===== src/rtl/uart_rx.sv =====
// UART receiver, 8N1, LSB first, oversampled by the rx_en tick.
// Define UART_RX_MAJORITY_EN to decide every bit by a 2-of-3 vote around the decision tick.
module uart_rx #(
   parameter int OVERSAMPLING = 16
) (
   input  logic       clk,
   input  logic       rst_n,
   input  logic       rx_en,
   input  logic       RxD,
   output logic [7:0] rx_data,
   output logic       rx_valid,
   output logic       rx_frame_err,
   output logic       rx_busy
);

   localparam int CW  = $clog2(OVERSAMPLING);
   localparam int MID = OVERSAMPLING / 2;
   localparam logic [CW-1:0] START_D = CW'(MID - 1);
   localparam logic [CW-1:0] LAST_D  = CW'(OVERSAMPLING - 1);

   typedef enum logic [2:0] {
      S_IDLE,
      S_START,
      S_DATA,
      S_STOP,
      S_RECOVER
   } state_t;

   state_t          state_q;
   logic            sync1_q;
   logic            sync2_q;
   logic [CW-1:0]   cnt_q;
   logic [2:0]      bit_q;
   logic [7:0]      shift_q;
   logic [7:0]      data_q;
   logic            valid_q;
   logic            ferr_q;
   logic            busy_q;

   logic            rxd_s;
   logic [CW-1:0]   dec_pt;
   logic            at_dec;
   logic            sample_bit;

   assign rxd_s = sync2_q;

   always_comb begin
      dec_pt = (state_q == S_START) ? START_D : LAST_D;
      at_dec = (cnt_q == dec_pt);
   end

`ifdef UART_RX_MAJORITY_EN
   logic [2:0] smp_q;
   logic [2:0] smp_d;

   function automatic logic maj3(input logic [2:0] v);
      return (v[0] & v[1]) | (v[0] & v[2]) | (v[1] & v[2]);
   endfunction

   // Samples at D-2, D-1 land in the register; the D sample is used live.
   always_comb begin
      smp_d = smp_q;
      if (cnt_q == dec_pt - CW'(2))
         smp_d[0] = rxd_s;
      else if (cnt_q == dec_pt - CW'(1))
         smp_d[1] = rxd_s;
      else if (cnt_q == dec_pt)
         smp_d[2] = rxd_s;
   end

   assign sample_bit = maj3(smp_d);
`else
   assign sample_bit = rxd_s;
`endif

   always_ff @(posedge clk) begin
      if (!rst_n) begin
         state_q <= S_IDLE;
         sync1_q <= 1'b1;
         sync2_q <= 1'b1;
         cnt_q   <= '0;
         bit_q   <= '0;
         shift_q <= '0;
         data_q  <= '0;
         valid_q <= 1'b0;
         ferr_q  <= 1'b0;
         busy_q  <= 1'b0;
`ifdef UART_RX_MAJORITY_EN
         smp_q   <= '0;
`endif
      end else begin
         sync1_q <= RxD;
         sync2_q <= sync1_q;
         valid_q <= 1'b0;
         ferr_q  <= 1'b0;
         if (rx_en) begin
            unique case (state_q)
               S_IDLE: begin
                  if (!rxd_s) begin
                     cnt_q   <= '0;
                     state_q <= S_START;
                     busy_q  <= 1'b1;
                  end
               end
               S_START: begin
                  if (at_dec) begin
                     cnt_q <= '0;
                     if (!sample_bit) begin
                        bit_q   <= '0;
                        state_q <= S_DATA;
                     end else begin
                        state_q <= S_IDLE;
                        busy_q  <= 1'b0;
                     end
                  end else begin
                     cnt_q <= cnt_q + CW'(1);
                  end
               end
               S_DATA: begin
                  if (at_dec) begin
                     shift_q <= {sample_bit, shift_q[7:1]};
                     cnt_q   <= '0;
                     bit_q   <= bit_q + 3'd1;
                     if (bit_q == 3'd7)
                        state_q <= S_STOP;
                  end else begin
                     cnt_q <= cnt_q + CW'(1);
                  end
               end
               S_STOP: begin
                  if (at_dec) begin
                     cnt_q  <= '0;
                     busy_q <= 1'b0;
                     if (sample_bit) begin
                        data_q  <= shift_q;
                        valid_q <= 1'b1;
                        state_q <= S_IDLE;
                     end else begin
                        ferr_q  <= 1'b1;
                        state_q <= S_RECOVER;
                     end
                  end else begin
                     cnt_q <= cnt_q + CW'(1);
                  end
               end
               S_RECOVER: begin
                  // Wait out a break so a held-low line reports only once.
                  if (rxd_s)
                     state_q <= S_IDLE;
               end
               default: begin
                  state_q <= S_IDLE;
                  busy_q  <= 1'b0;
               end
            endcase
`ifdef UART_RX_MAJORITY_EN
            if (state_q == S_IDLE || at_dec)
               smp_q <= '0;
            else if (state_q == S_START || state_q == S_DATA || state_q == S_STOP)
               smp_q <= smp_d;
`endif
         end
      end
   end

   assign rx_data      = data_q;
   assign rx_valid     = valid_q;
   assign rx_frame_err = ferr_q;
   assign rx_busy      = busy_q;

endmodule

===== config.mk =====
export PLATFORM = sky130hd
export DESIGN_NAME = uart_rx
export DESIGN_NICKNAME = d
export VERILOG_FILES = /design/src/rtl/uart_rx.sv
export SDC_FILE = /design/constraint.sdc
export NUM_CORES = 1
export LEC_CHECK = 0
export CORE_MARGIN = 2
export CORE_UTILIZATION = 54
export DETAILED_ROUTE_END_ITERATION = 10
export HOLD_SLACK_MARGIN = 0.1
export PLACE_DENSITY = 0.77
export SKIP_CTS_REPAIR_TIMING = 1
export SLEW_MARGIN = 20
export SYNTH_ARGS = -nofsm -noshare
export SYNTH_HDL_FRONTEND = slang
export SYNTH_SLANG_ARGS = --single-unit

===== constraint.sdc =====
create_clock -name clk -period 2.2 [get_ports clk]
set_input_delay 0.22 -clock clk [delete_from_list [all_inputs] [get_ports clk]]
set_output_delay 0.22 -clock clk [all_outputs]
set_load 0.02 [all_outputs]

Word level (Yosys, flattened, before mapping)
Cells that the tools add are included.
W data, S select, Z words.

storage, ports and cells
  logic and storage cells = 63
  bits in registers = 31
  output and inout bits = 11

cells by class
  bitwise gates (word level) = 1
  equal/unequal tests = 14
  add/sub/neg operators = 2
  multiplexer cells = 24
  reduce and logical (&&, ||, !) cells = 12

operators with widths
  cell                   count
  $mux W3                10
  $ne A2 B2 Y1 const B   8
  $pmux W3 S5            1
  $mux W4                3
  $pmux W4 S2            1
  $reduce_and A4 Y1      2
  $reduce_and A7 Y1      1
  $eq A3 B2 Y1 const B   2
  $eq A3 B3 Y1 const B   2
  $mux W1                6
  $pmux W3 S2            1
  $reduce_and A3 Y1      2
  $reduce_and A6 Y1      1
  $reduce_and A5 Y1      1
  $add A4 B1 Y4 const B  1
  $eq A4 B4 Y1           1
  $pmux W1 S4            1
  $reduce_bool A2 Y1     2
  $add A3 B1 Y3 const B  1
  $eq A3 B1 Y1 const B   1
  $logic_not A3 Y1       1
  $reduce_or A3 Y1       1
  $mux W2                1
  $reduce_or A2 Y1       1
  $not A1 Y1             1

Logic depth before layout (Yosys ltp)
Gate-level depths: netlist (run 1).

  word-level depth = 5
  mapped depth = 6
  gate-level depth less buffers = 5

Worst setup path after synthesis (run 1)
OpenSTA, ideal clock, no wires.

  kind = register to register
  from = register cnt_q[0]
  to = register shift_q[7]
  arrival time = 1.421 ns
  stages on the path, launching flop included = 7
  setup slack = 0.651 ns
  period minus slack after synthesis = 1.549 ns
  buffers on the path = 1
  path through = dfxtp_1 ha_1 and3_4 and4_4 buf_12 mux2i_1 nor2_1

on the way
  word-level cells in the longest chain between the ends = 2

ends and longest elaborated chain
  what                                RTL line  RTL
  from (decl)                         32        logic [CW-1:0] cnt_q;
  from (signal assigned)              116       cnt_q <= cnt_q + CW'(1);
  from (signal assigned)              127       cnt_q <= cnt_q + CW'(1);
  from (signal assigned)              143       cnt_q <= cnt_q + CW'(1);
  $eq A4 B4 Y1                        49        at_dec = (cnt_q == dec_pt);
  $reduce_and A3 Y1 (no source line)  n/a
  to (signal assigned)                121       shift_q <= {sample_bit, shift_q[7:1]};
  to (decl)                           34        logic [7:0] shift_q;

Every way passes these cells.
A chain may end at the register's enable or synchronous reset.

Worst setup path in the final report (run 1)
Same ends and word-level chain as after synthesis.

==> out/metrics.json, run 1 <==
{
  "sta": {
    "post-route-min-period_ns": 1.708,
    "unrepaired_setup_endpoints_after_global_routing": "no",
    "final_hold_viol_count": 0,
    "fin_tns_setup_ns": 0,
    "clock_skew_ns": 0.003433,
    "clock.fmax_mhz": 585.4,
    "timing_max_transition_violations_final": 0,
    "hold-worst-slack_ns": 0.4133,
    "relSlewSlack": 0.7095,
    "setup-violations-final": 0,
    "final.period_utilization": 0.7765,
    "worst_slew_pin_slew_ns": 0.4352
  },
  "power": {
    "power.density_nw_per_um2": 606.2,
    "power.ir.vdd_worst_v": 0.0004731,
    "power.static_leakage_nw": 0.5672
  },
  "drt": {
    "drt_wirelength_mm": 2.605,
    "ant_nets": 0,
    "vias_after_detailed_routing": 1120,
    "drcViolationCount": 0,
    "dr.pass1.iters": 4,
    "route.detailed.vias_per_inst": 5.744,
    "wl_per_cell_um": 13.36,
    "drt-initial-drc-count": 19
  },
  "finish": {
    "layout.filler_cells": 212,
    "antenna_cells": 0,
    "layout_common_cells": "dfxtp_1, nand3_1, nor2_1, clkdlybuf4s50_1",
    "leading_cell_type_in_the_layout_fill_and_taps_excluded": "dfxtp_1",
    "ff_latch_area_um2": 620.6,
    "area_occupied_by_multi_input_gates_um2": 686.9,
    "fin_cells": 195,
    "fin_nets": 172,
    "drive_gt1_frac": 0.1152,
    "area_growth_pct": 12.98
  },
  "global_routing": {
    "maximum_number_of_pins_on_one_net_before_global_route_repair": 18,
    "antenna_found_initial": 0,
    "grt_pass1_wl_mm": 4.291,
    "grt_overflow": 0,
    "grt_pass1_vias": 1001,
    "gr-usage-all-layers": 0.2066
  },
  "synthesis": {
    "synth_flop_cell": "dfxtp_1",
    "synthDistinctLibCells": 44,
    "synth_nets": 160,
    "syn-cell-area_um2": 1398,
    "post_synth.cell_area_avg_um2": 9.135,
    "synth_edf_count": 0,
    "yosysWarningCount": 0,
    "synth_seq_cells": 31,
    "ys_seq_area_frac": 0.4440,
    "netlist_instances": 153,
    "synthArstFlopShare": 0
  },
  "critical_path": {
    "worst-path-buf-inv": 0,
    "cp_slowest_cell": "dfxtp_1",
    "crit_arrival_ns": 1.92,
    "startpoint_type": "register",
    "critical_path_required_ns": 2.41,
    "element_type_at_the_critical_path_end": "register",
    "criticalPathCategory": "reg -> reg",
    "peak_per_stage_delay_on_the_critical_path_ns": 0.39,
    "maximum_net_fanout_on_the_critical_path": 11,
    "crit_path_cell_trace": "ha_1 -> and3_4 -> and4_4 -> mux2i_1 -> nor2_1",
    "timing.critical_path.max_delay_family": "simple AND/OR/NAND/NOR gates"
  },
  "clocking": {
    "cts.htree.levels": 2,
    "cts_inserted_buffers": 5,
    "worst_setup_hold_path_clk_slew_ns": 0.09,
    "cts.path.max_buffers": 2,
    "cts_tree": "done",
    "clkSinkCount": 31,
    "worstSkewPairLatency_ns": 0.33,
    "cts_root_buffer": "clkbuf_4"
  },
  "floorplan": {
    "fp-row-count": 18,
    "floorplan.initialDensity": 0.5693,
    "die_width_um": 54.88,
    "floorplan.die.height_um": 54.88,
    "die_area_um2": 3011,
    "io_pins": 15,
    "placeableCoreArea_um2": 2455
  },
  "placement": {
    "finalWeightedCongestion": 0.8492,
    "dp_hpwl_mm": 1.840,
    "dpl.cell_count": 188,
    "buffer_ports.inserted": 14
  },
  "status": {
    "status": "finished, final reports clean"
  },
  "flow_run": {
    "drv.max_cap_violation_count": 0
  },
  "worst_hold_path": {
    "worst_hold_path_class": "reg -> reg"
  }
}
-- path summary, 6_finish.rpt --
kind / start / end / slack (ns) / cells past startpoint
setup / recovery: cnt_q[0] / shift_q[7] / 0.49 / 5
hold / removal: sync1_q / rxd_s / 0.41 / 1
setup reg to reg: cnt_q[0] / shift_q[7] / 0.49 / 5
hold reg to reg: sync1_q / rxd_s / 0.41 / 1
-- stage by stage --
| step | instance area, µm² | worst slack, ns | utilization | power, W |
|---|---|---|---|---|
| final | 1579 | 0.4917 | 0.6432 | 0.0009572 |
| after floorplan | 1398 | 0.6513 | - | 0.0006196 |
| after global routing | 1579 | 0.3304 | 0.6432 | 0.0009896 |
| after CTS | 1579 | 0.4879 | 0.6432 | 0.0009628 |
| after detailed placement | 1523 | 0.3061 | 0.6203 | 0.0006355 |
| after global placement | 1523 | 0.3687 | 0.6203 | 0.0006335 |
-- routing by layer --
layer / part of all wire / GRT usage / wire length (µm)
met2: 0.49 / 0.3552 / 1265
met4: 0.015 / 0.07500 / 38
met3: 0.056 / 0.08470 / 147
met1: 0.44 / 0.2256 / 1153
met5: 0 / 0 / 0
-- cell usage after synthesis, types with 2 or more instances --
library cell	instances	area [µm²]
a211oi_1	2	15.01
a22oi_1	2	15.01
buf_2	3	15.01
clkbuf_1	3	11.26
clkbuf_2	2	10.01
dfxtp_1	31	620.6
ha_1	3	37.54
inv_1	6	22.52
mux2i_1	10	100.1
nand2_1	13	48.80
nand2b_1	3	18.77
nand3_1	16	80.08
nand3b_1	2	15.01
nor2_1	14	52.55
o21ai_0	13	65.06
or2_2	2	12.51
-- layout make-up --
cell class,count,area share
tap,30,0.02377
clock buffer,6,0.03249
inverter,6,0.01426
timing repair buffer,16,0.09826
multi-input combinational,105,0.4350
sequential,31,0.3930
clock inverter,1,0.003170
-- power breakdown --
part	switching, W	total (W)	leakage, nW	internal, W
clock network	0.000187	0.000335	0.0341	0.000148
registers	0.00000663	0.000572	0.250	0.000565
logic	0.0000303	0.0000507	0.283	0.0000204
-- flip-flops by register name, summed over array words and instances, names as in the netlist --
signal        cells
rx_valid          1
rx_busy           1
bit_q             3
rxd_s             1
rx_data           8
sync1_q           1
rx_frame_err      1
cnt_q             4
shift_q           8
state_q           3
-- logic make-up (layout without fill, tap and decap cells) --
group	Yosys count	count (layout)	synth area share
AND/OR/NAND/NOR	61	61	0.2417
flip-flops	31	31	0.4440
AO/OA/AOI/OAI	30	30	0.1450
buffers and inverters	17	29	0.06445
multiplexers	10	10	0.07162
adder cells (fa/ha/maj)	3	3	0.02686
XOR/XNOR	1	1	0.006268
No activity file was read; power rests on OpenSTA's default activity.
==> run 2: changes to the inputs <==
==> constraint.sdc (replaced) <==
create_clock -name clk -period 1.8 [get_ports clk]
set_input_delay 0.18 -clock clk [delete_from_list [all_inputs] [get_ports clk]]
set_output_delay 0.18 -clock clk [all_outputs]
set_load 0.02 [all_outputs]
==> run 2 against run 1 <==
Worst hold slack worse by 0.0039 ns; critical path type unchanged; via count down 1.3%; setup slack worse by 0.33 ns; die area unchanged; critical path depth unchanged; clock-buffer cell count unchanged; largest cell class unchanged.
==> out/metrics.json, run 2 (synthesis results as in run 1) <==
{
  "finish": {
    "layout.filler_cells": {"value": 213, "change": "was 212"},
    "final_area": {"value": 1589, "unit": "µm²", "change": "was 1579 µm²"},
    "fin_nets": {"value": 173, "change": "was 172"},
    "layout_common_cells": {"value": "dfxtp_1, nand3_1, nor2_1, clkdlybuf4s50_1", "change": "unchanged"},
    "leading_cell_type_in_the_layout_fill_and_taps_excluded": {"value": "dfxtp_1", "change": "unchanged"},
    "fin_cells": {"value": 196, "change": "was 195"},
    "drive_gt1_frac": {"value": 0.1265, "change": "was 0.1152"},
    "antenna_cells": {"value": 0, "change": "unchanged"},
    "area_growth": {"value": 13.70, "unit": "%", "change": "was 12.98%"}
  },
  "flow_run": {
    "drv.max_cap_violation_count": {"value": 0, "change": "unchanged"}
  },
  "critical_path": {
    "criticalPathCategory": {"value": "reg -> reg", "change": "unchanged"},
    "element_type_at_the_critical_path_end": {"value": "register", "change": "unchanged"},
    "ff2ff_setup_slack": {"value": 0.16, "unit": "ns", "change": "was 0.49 ns"},
    "worstReg2RegEnd": {"value": "shift_q[0]", "change": "was shift_q[7]"},
    "critical_path_required": {"value": 2.01, "unit": "ns", "change": "was 2.41 ns"},
    "cp_slowest_cell": {"value": "dfxtp_1", "change": "unchanged"},
    "maximum_net_fanout_on_the_critical_path": {"value": 11, "change": "unchanged"},
    "crit_arrival": {"value": 1.85, "unit": "ns", "change": "was 1.92 ns"},
    "r2r_cell_count": {"value": 5, "change": "unchanged"},
    "startpoint_type": {"value": "register", "change": "unchanged"},
    "peak_per_stage_delay_on_the_critical_path": {"value": 0.39, "unit": "ns", "change": "about the same"},
    "crit_path_cell_trace": {"value": "ha_2 -> and3_4 -> and4_4 -> mux2i_1 -> nor2_1", "change": "was ha_1 -> and3_4 -> and4_4 -> mux2i_1 -> nor2_1"},
    "regToRegStartpoint": {"value": "cnt_q[0]", "change": "unchanged"}
  },
  "placement": {
    "buffer_ports.inserted": {"value": 14, "change": "unchanged"},
    "dp_hpwl": {"value": 1.799, "unit": "mm", "change": "was 1.840 mm"},
    "dpl.cell_count": {"value": 189, "change": "was 188"},
    "post_dp_cell_area": {"value": 1530, "unit": "µm²", "change": "was 1523 µm²"},
    "finalWeightedCongestion": {"value": 0.8568, "change": "was 0.8492"}
  },
  "power": {
    "clkPwrFrac": {"value": 0.349, "change": "was 0.350"},
    "power.net_switching": {"value": 0.0002731, "unit": "W", "change": "was 0.0002238 W"},
    "power.ir.vdd_worst": {"value": 0.0005998, "unit": "V", "change": "was 0.0004731 V"},
    "intPower": {"value": 0.0008967, "unit": "W", "change": "was 0.0007335 W"},
    "power.density": {"value": 736.2, "unit": "nW/µm²", "change": "was 606.2 nW/µm²"},
    "power_frac_seq": {"value": 0.597, "change": "about the same"},
    "netSwitchingFraction": {"value": 0.2334, "change": "was 0.2338"},
    "share_comb_of_total_power": {"value": 0.054, "change": "was 0.053"},
    "power.static_leakage": {"value": 0.5695, "unit": "nW", "change": "was 0.5672 nW"}
  },
  "global_routing": {
    "grt_pass1_wl": {"value": 4.505, "unit": "mm", "change": "was 4.291 mm"},
    "antenna_found_initial": {"value": 0, "change": "unchanged"},
    "grt_pass1_vias": {"value": 1019, "change": "was 1001"},
    "maximum_number_of_pins_on_one_net_before_global_route_repair": {"value": 25, "change": "was 18"},
    "gr-usage-all-layers": {"value": 0.2185, "change": "was 0.2066"},
    "grt_overflow": {"value": 0, "change": "unchanged"}
  },
  "floorplan": {
    "floorplan.initialDensity": {"value": 0.5693, "change": "unchanged"},
    "fp-row-count": {"value": 18, "change": "unchanged"},
    "die_width": {"value": 54.88, "unit": "µm", "change": "unchanged"},
    "die_area": {"value": 3011, "unit": "µm²", "change": "unchanged"},
    "io_pins": {"value": 15, "change": "unchanged"},
    "placeableCoreArea": {"value": 2455, "unit": "µm²", "change": "unchanged"},
    "floorplan.die.height": {"value": 54.88, "unit": "µm", "change": "unchanged"}
  },
  "worst_hold_path": {
    "timing.hold.worst.start": {"value": "sync1_q", "change": "unchanged"},
    "endpoint_of_the_worst_hold_timing_path": {"value": "rxd_s", "change": "unchanged"},
    "worst_hold_path_class": {"value": "reg -> reg", "change": "unchanged"},
    "min_delay_path_depth": {"value": 1, "change": "unchanged"}
  },
  "drt": {
    "drt-initial-drc-count": {"value": 23, "change": "was 19"},
    "drcViolationCount": {"value": 0, "change": "unchanged"},
    "dr.pass1.iters": {"value": 4, "change": "unchanged"},
    "vias_after_detailed_routing": {"value": 1106, "change": "was 1120"},
    "drt_wirelength": {"value": 2.699, "unit": "mm", "change": "was 2.605 mm"},
    "route.detailed.vias_per_inst": {"value": 5.643, "change": "was 5.744"},
    "ant_nets": {"value": 0, "change": "unchanged"},
    "wl_per_cell": {"value": 13.77, "unit": "µm", "change": "was 13.36 µm"}
  },
  "sta": {
    "clock.fmax": {"value": 609.0, "unit": "MHz", "change": "was 585.4 MHz"},
    "relSlewSlack": {"value": 0.6890, "change": "was 0.7095"},
    "final_hold_viol_count": {"value": 0, "change": "unchanged"},
    "final.period_utilization": {"value": 0.9122, "change": "was 0.7765"},
    "timing_max_transition_violations_final": {"value": 0, "change": "unchanged"},
    "clock_skew": {"value": 0.005479, "unit": "ns", "change": "was 0.003433 ns"},
    "fin_tns_setup": {"value": 0, "unit": "ns", "change": "unchanged"},
    "post-route-min-period": {"value": 1.642, "unit": "ns", "change": "was 1.708 ns"},
    "setup-violations-final": {"value": 0, "change": "unchanged"},
    "worst_slew_pin_slew": {"value": 0.4660, "unit": "ns", "change": "was 0.4352 ns"},
    "unrepaired_setup_endpoints_after_global_routing": {"value": "no", "change": "unchanged"}
  },
  "clocking": {
    "worstSkewPairLatency": {"value": 0.32, "unit": "ns", "change": "was 0.33 ns"},
    "cts.path.max_buffers": {"value": 2, "change": "unchanged"},
    "cts_inserted_buffers": {"value": 5, "change": "unchanged"},
    "worst_setup_hold_path_clk_slew": {"value": 0.09, "unit": "ns", "change": "about the same"},
    "cts_root_buffer": {"value": "clkbuf_4", "change": "unchanged"},
    "clkSinkCount": {"value": 31, "change": "unchanged"},
    "cts_tree": {"value": "done", "change": "unchanged"},
    "cts.htree.levels": {"value": 2, "change": "unchanged"}
  },
  "status": {
    "status": {"value": "finished, final reports clean", "change": "unchanged"}
  }
}
[run 2: cell count changes in the layout (fill, tap and decap cells not counted)]
cell / change
buf_4: +1
ha_1: -1
ha_2: +1
[run 2: layer usage]
layer | vias up | global-route usage | wire [µm]
met5 | - | 0 | 0
met4 | 0 | 0.1417 | 49
met3 | 6 | 0.05738 | 164
met2 | 40 | 0.3512 | 1284
met1 | 496 | 0.2538 | 1200
li1 | 564 | - | -
[run 2: power by group through the flow]
stage | Sequential (W) | Clock (W) | Combinational, W
after floorplan | 0.000711 | 0 | 0.0000462
after global placement | 0.000714 | 0 | 0.0000603
after detailed placement | 0.000714 | 0 | 0.0000616
after CTS | 0.000698 | 0.000421 | 0.0000619
after global routing | 0.000700 | 0.000449 | 0.0000688
final | 0.000699 | 0.000409 | 0.0000627
[run 2: layout make-up]
type,instances,area [µm²],area share
clock buffers,6,51.30,0.03228
clock inverters,1,5.005,0.003150
inverters,6,22.52,0.01417
multi-input cells,105,689.4,0.4339
flip-flops and latches,31,620.6,0.3906
well taps,30,37.54,0.02362
repair buffers,17,162.7,0.1024
[run 2: per-stage QoR]
step / worst slack (ns) / total power [W] / hold slack (ns) / util
after global placement: 0.1779 / 0.0007744 / 0.3906 / 0.6233
after CTS: 0.1001 / 0.001182 / 0.4100 / 0.6463
final: 0.1580 / 0.001170 / 0.4094 / 0.6473
after floorplan: 0.2513 / 0.0007573 / 0.2815 / -
after detailed placement: 0.1148 / 0.0007760 / 0.4002 / 0.6233
after global routing: 0.03217 / 0.001218 / 0.4273 / 0.6473
[run 2: worst max-delay path by stage]
stage | startpoint | end
after floorplan | cnt_q[0] | shift_q[7]
after global placement | rx_en | shift_q[7]
after detailed placement | cnt_q[0] | shift_q[0]
after CTS | cnt_q[0] | shift_q[0]
after global routing | cnt_q[0] | shift_q[1]
final | cnt_q[0] | shift_q[0]
[run 2: worst max-delay path: cells and delay by family, from the launching register on]
family | cells | cell delay [ns]
fa+ha+maj | 1 | 0.26
flops | 1 | 0.39
mux | 1 | 0.22
simple gates | 3 | 0.65
==> run 3: changes to the inputs <==
--- a/config.mk
+++ b/config.mk
@@ -9,7 +9,7 @@
 export CORE_UTILIZATION = 54
 export DETAILED_ROUTE_END_ITERATION = 10
 export HOLD_SLACK_MARGIN = 0.1
-export PLACE_DENSITY = 0.77
+export PLACE_DENSITY_LB_ADDON = 0.05
 export SKIP_CTS_REPAIR_TIMING = 1
 export SLEW_MARGIN = 20
 export SYNTH_ARGS = -nofsm -noshare
==> run 3 against run 2 <==
Sequential share of layout area fell by 0.31 points; clock skew rose by 0.00054 ns; maximum frequency rose by 1.8%; sequential power barely moved; largest power group unchanged; largest cell class unchanged; register-to-register slack improved by 0.03 ns; critical endpoint is now bit_q[1]; routed wire length fell by 2.3%; critical path depth fell by 1.
==> out/metrics.json, run 3 (synthesis results as in run 1) <==
{
  "sta": {
    "fin_tns_setup": {"value": 0, "unit": "ns", "change": "unchanged"},
    "final_hold_viol_count": {"value": 0, "change": "unchanged"},
    "timing_max_transition_violations_final": {"value": 0, "change": "unchanged"},
    "setup-violations-final": {"value": 0, "change": "unchanged"},
    "hold-worst-slack": {"value": 0.4150, "unit": "ns", "change": "was 0.4094 ns"},
    "post-route-min-period": {"value": 1.613, "unit": "ns", "change": "was 1.642 ns"},
    "worst_slew_pin_slew": {"value": 0.4440, "unit": "ns", "change": "was 0.4660 ns"},
    "final.period_utilization": {"value": 0.8964, "change": "was 0.9122"},
    "relSlewSlack": {"value": 0.7036, "change": "was 0.6890"},
    "unrepaired_setup_endpoints_after_global_routing": {"value": "no", "change": "unchanged"},
    "clock_skew": {"value": 0.006019, "unit": "ns", "change": "was 0.005479 ns"},
    "clock.fmax": {"value": 619.8, "unit": "MHz", "change": "was 609.0 MHz"}
  },
  "finish": {
    "leading_cell_type_in_the_layout_fill_and_taps_excluded": {"value": "dfxtp_1", "change": "unchanged"},
    "layout_common_cells": {"value": "dfxtp_1, nand3_1, nor2_1, clkdlybuf4s50_1", "change": "unchanged"},
    "layout.filler_cells": {"value": 216, "change": "was 213"},
    "fin_nets": {"value": 173, "change": "unchanged"},
    "antenna_cells": {"value": 0, "change": "unchanged"},
    "fin_cells": {"value": 197, "change": "was 196"},
    "drive_gt1_frac": {"value": 0.1257, "change": "was 0.1265"},
    "area_growth": {"value": 14.59, "unit": "%", "change": "was 13.70%"},
    "finish.utilization": {"value": 0.6524, "change": "was 0.6473"}
  },
  "critical_path": {
    "r2r_cell_count": {"value": 4, "change": "was 5"},
    "critical_path.endpoint": {"value": "bit_q[1]", "change": "was shift_q[0]"},
    "regToRegStartpoint": {"value": "state_q[0]", "change": "was cnt_q[0]"},
    "worstReg2RegEnd": {"value": "bit_q[1]", "change": "was shift_q[0]"},
    "startpoint_type": {"value": "register", "change": "unchanged"},
    "criticalPathCategory": {"value": "reg -> reg", "change": "unchanged"},
    "ff2ff_setup_slack": {"value": 0.19, "unit": "ns", "change": "was 0.16 ns"},
    "element_type_at_the_critical_path_end": {"value": "register", "change": "unchanged"},
    "timing.critical_path.from": {"value": "state_q[0]", "change": "was cnt_q[0]"},
    "crit_arrival": {"value": 1.82, "unit": "ns", "change": "was 1.85 ns"},
    "critical_path_required": {"value": 2.01, "unit": "ns", "change": "about the same"},
    "maximum_net_fanout_on_the_critical_path": {"value": 9, "change": "was 11"}
  },
  "drt": {
    "vias_after_detailed_routing": {"value": 1119, "change": "was 1106"},
    "route.detailed.vias_per_inst": {"value": 5.680, "change": "was 5.643"},
    "dr.pass1.iters": {"value": 4, "change": "unchanged"},
    "wl_per_cell": {"value": 13.39, "unit": "µm", "change": "was 13.77 µm"},
    "drt-initial-drc-count": {"value": 21, "change": "was 23"},
    "drcViolationCount": {"value": 0, "change": "unchanged"},
    "drt_wirelength": {"value": 2.638, "unit": "mm", "change": "was 2.699 mm"},
    "ant_nets": {"value": 0, "change": "unchanged"}
  },
  "clocking": {
    "cts.htree.levels": {"value": 2, "change": "unchanged"},
    "worstSkewPairLatency": {"value": 0.32, "unit": "ns", "change": "about the same"},
    "cts_inserted_buffers": {"value": 5, "change": "unchanged"},
    "clkSinkCount": {"value": 31, "change": "unchanged"},
    "worst_setup_hold_path_clk_slew": {"value": 0.09, "unit": "ns", "change": "about the same"},
    "cts_tree": {"value": "done", "change": "unchanged"},
    "cts.path.max_buffers": {"value": 2, "change": "unchanged"},
    "cts_root_buffer": {"value": "clkbuf_4", "change": "unchanged"}
  },
  "floorplan": {
    "io_pins": {"value": 15, "change": "unchanged"},
    "floorplan.die.height": {"value": 54.88, "unit": "µm", "change": "unchanged"},
    "die_area": {"value": 3011, "unit": "µm²", "change": "unchanged"},
    "floorplan.initialDensity": {"value": 0.5693, "change": "unchanged"},
    "placeableCoreArea": {"value": 2455, "unit": "µm²", "change": "unchanged"},
    "die_width": {"value": 54.88, "unit": "µm", "change": "unchanged"},
    "fp-row-count": {"value": 18, "change": "unchanged"}
  },
  "global_routing": {
    "antenna_found_initial": {"value": 0, "change": "unchanged"},
    "grt_overflow": {"value": 0, "change": "unchanged"},
    "gr-usage-all-layers": {"value": 0.2038, "change": "was 0.2185"},
    "grt_pass1_vias": {"value": 993, "change": "was 1019"},
    "grt_pass1_wl": {"value": 4.195, "unit": "mm", "change": "was 4.505 mm"},
    "maximum_number_of_pins_on_one_net_before_global_route_repair": {"value": 25, "change": "unchanged"}
  },
  "placement": {
    "buffer_ports.inserted": {"value": 14, "change": "unchanged"},
    "dp_hpwl": {"value": 1.882, "unit": "mm", "change": "was 1.799 mm"},
    "finalWeightedCongestion": {"value": 0.8380, "change": "was 0.8568"},
    "dpl.cell_count": {"value": 189, "change": "unchanged"}
  },
  "power": {
    "power.static_leakage": {"value": 0.5740, "unit": "nW", "change": "was 0.5695 nW"},
    "power.ir.vdd_worst": {"value": 0.0005352, "unit": "V", "change": "was 0.0005998 V"},
    "power.density": {"value": 756.3, "unit": "nW/µm²", "change": "was 736.2 nW/µm²"}
  },
  "worst_hold_path": {
    "worst_hold_path_class": {"value": "in -> reg", "change": "was reg -> reg"}
  },
  "status": {
    "status": {"value": "finished, final reports clean", "change": "unchanged"}
  },
  "flow_run": {
    "drv.max_cap_violation_count": {"value": 0, "change": "unchanged"}
  }
}
-- run 3: worst min path at each step --
stage,startpoint,endpoint,slack [ns],cells after the start
6_report,RxD,sync1_q,0.42,2
3_3_place_gp,sync1_q,rxd_s,0.39,1
3_5_place_dp,sync1_q,rxd_s,0.40,1
2_1_floorplan,RxD,sync1_q,0.28,1
4_1_cts,RxD,sync1_q,0.40,2
5_1_grt,RxD,sync1_q,0.42,2
-- run 3: area by class of cell --
cell class                      instances  area [µm²]  area share
Inverter                                6       22.52     0.01406
Tap cell                               30       37.54     0.02344
Multi-Input combinational cell        105       689.4      0.4305
Timing Repair Buffer                   17       162.7      0.1016
Clock buffer                            8       68.82     0.04297
Sequential cell                        31       620.6      0.3875
-- run 3: metal layers --
layer,vias to the layer above,GRT usage,part of all wire
met5,-,0,0
met4,0,0.1375,0.0057
met1,536,0.2323,0.47
met2,19,0.3333,0.49
li1,560,-,-
met3,4,0.04918,0.034
-- run 3: power breakdown --
part	switching (W)	internal, W
logic	0.0000369	0.0000251
registers	0.00000753	0.000691
clock network	0.000221	0.000230
total	0.000266	0.000946
-- run 3: worst max-delay path, cell delays in order (launching register included) --
cell	delay, ns
dfxtp_1	0.50
nor3b_2	0.25
mux2i_1	0.37
and3_1	0.27
o21ai_0	0.11
-- run 3: metrics by stage --
step	area, µm²	total power, W	worst slack [ns]
floorplan	1398	0.0007573	0.2513
global placement	1530	0.0007752	0.1645
detailed placement	1530	0.0007766	0.1448
CTS	1599	0.001236	0.1193
global route	1602	0.001266	0.04081
finish	1602	0.001211	0.1865
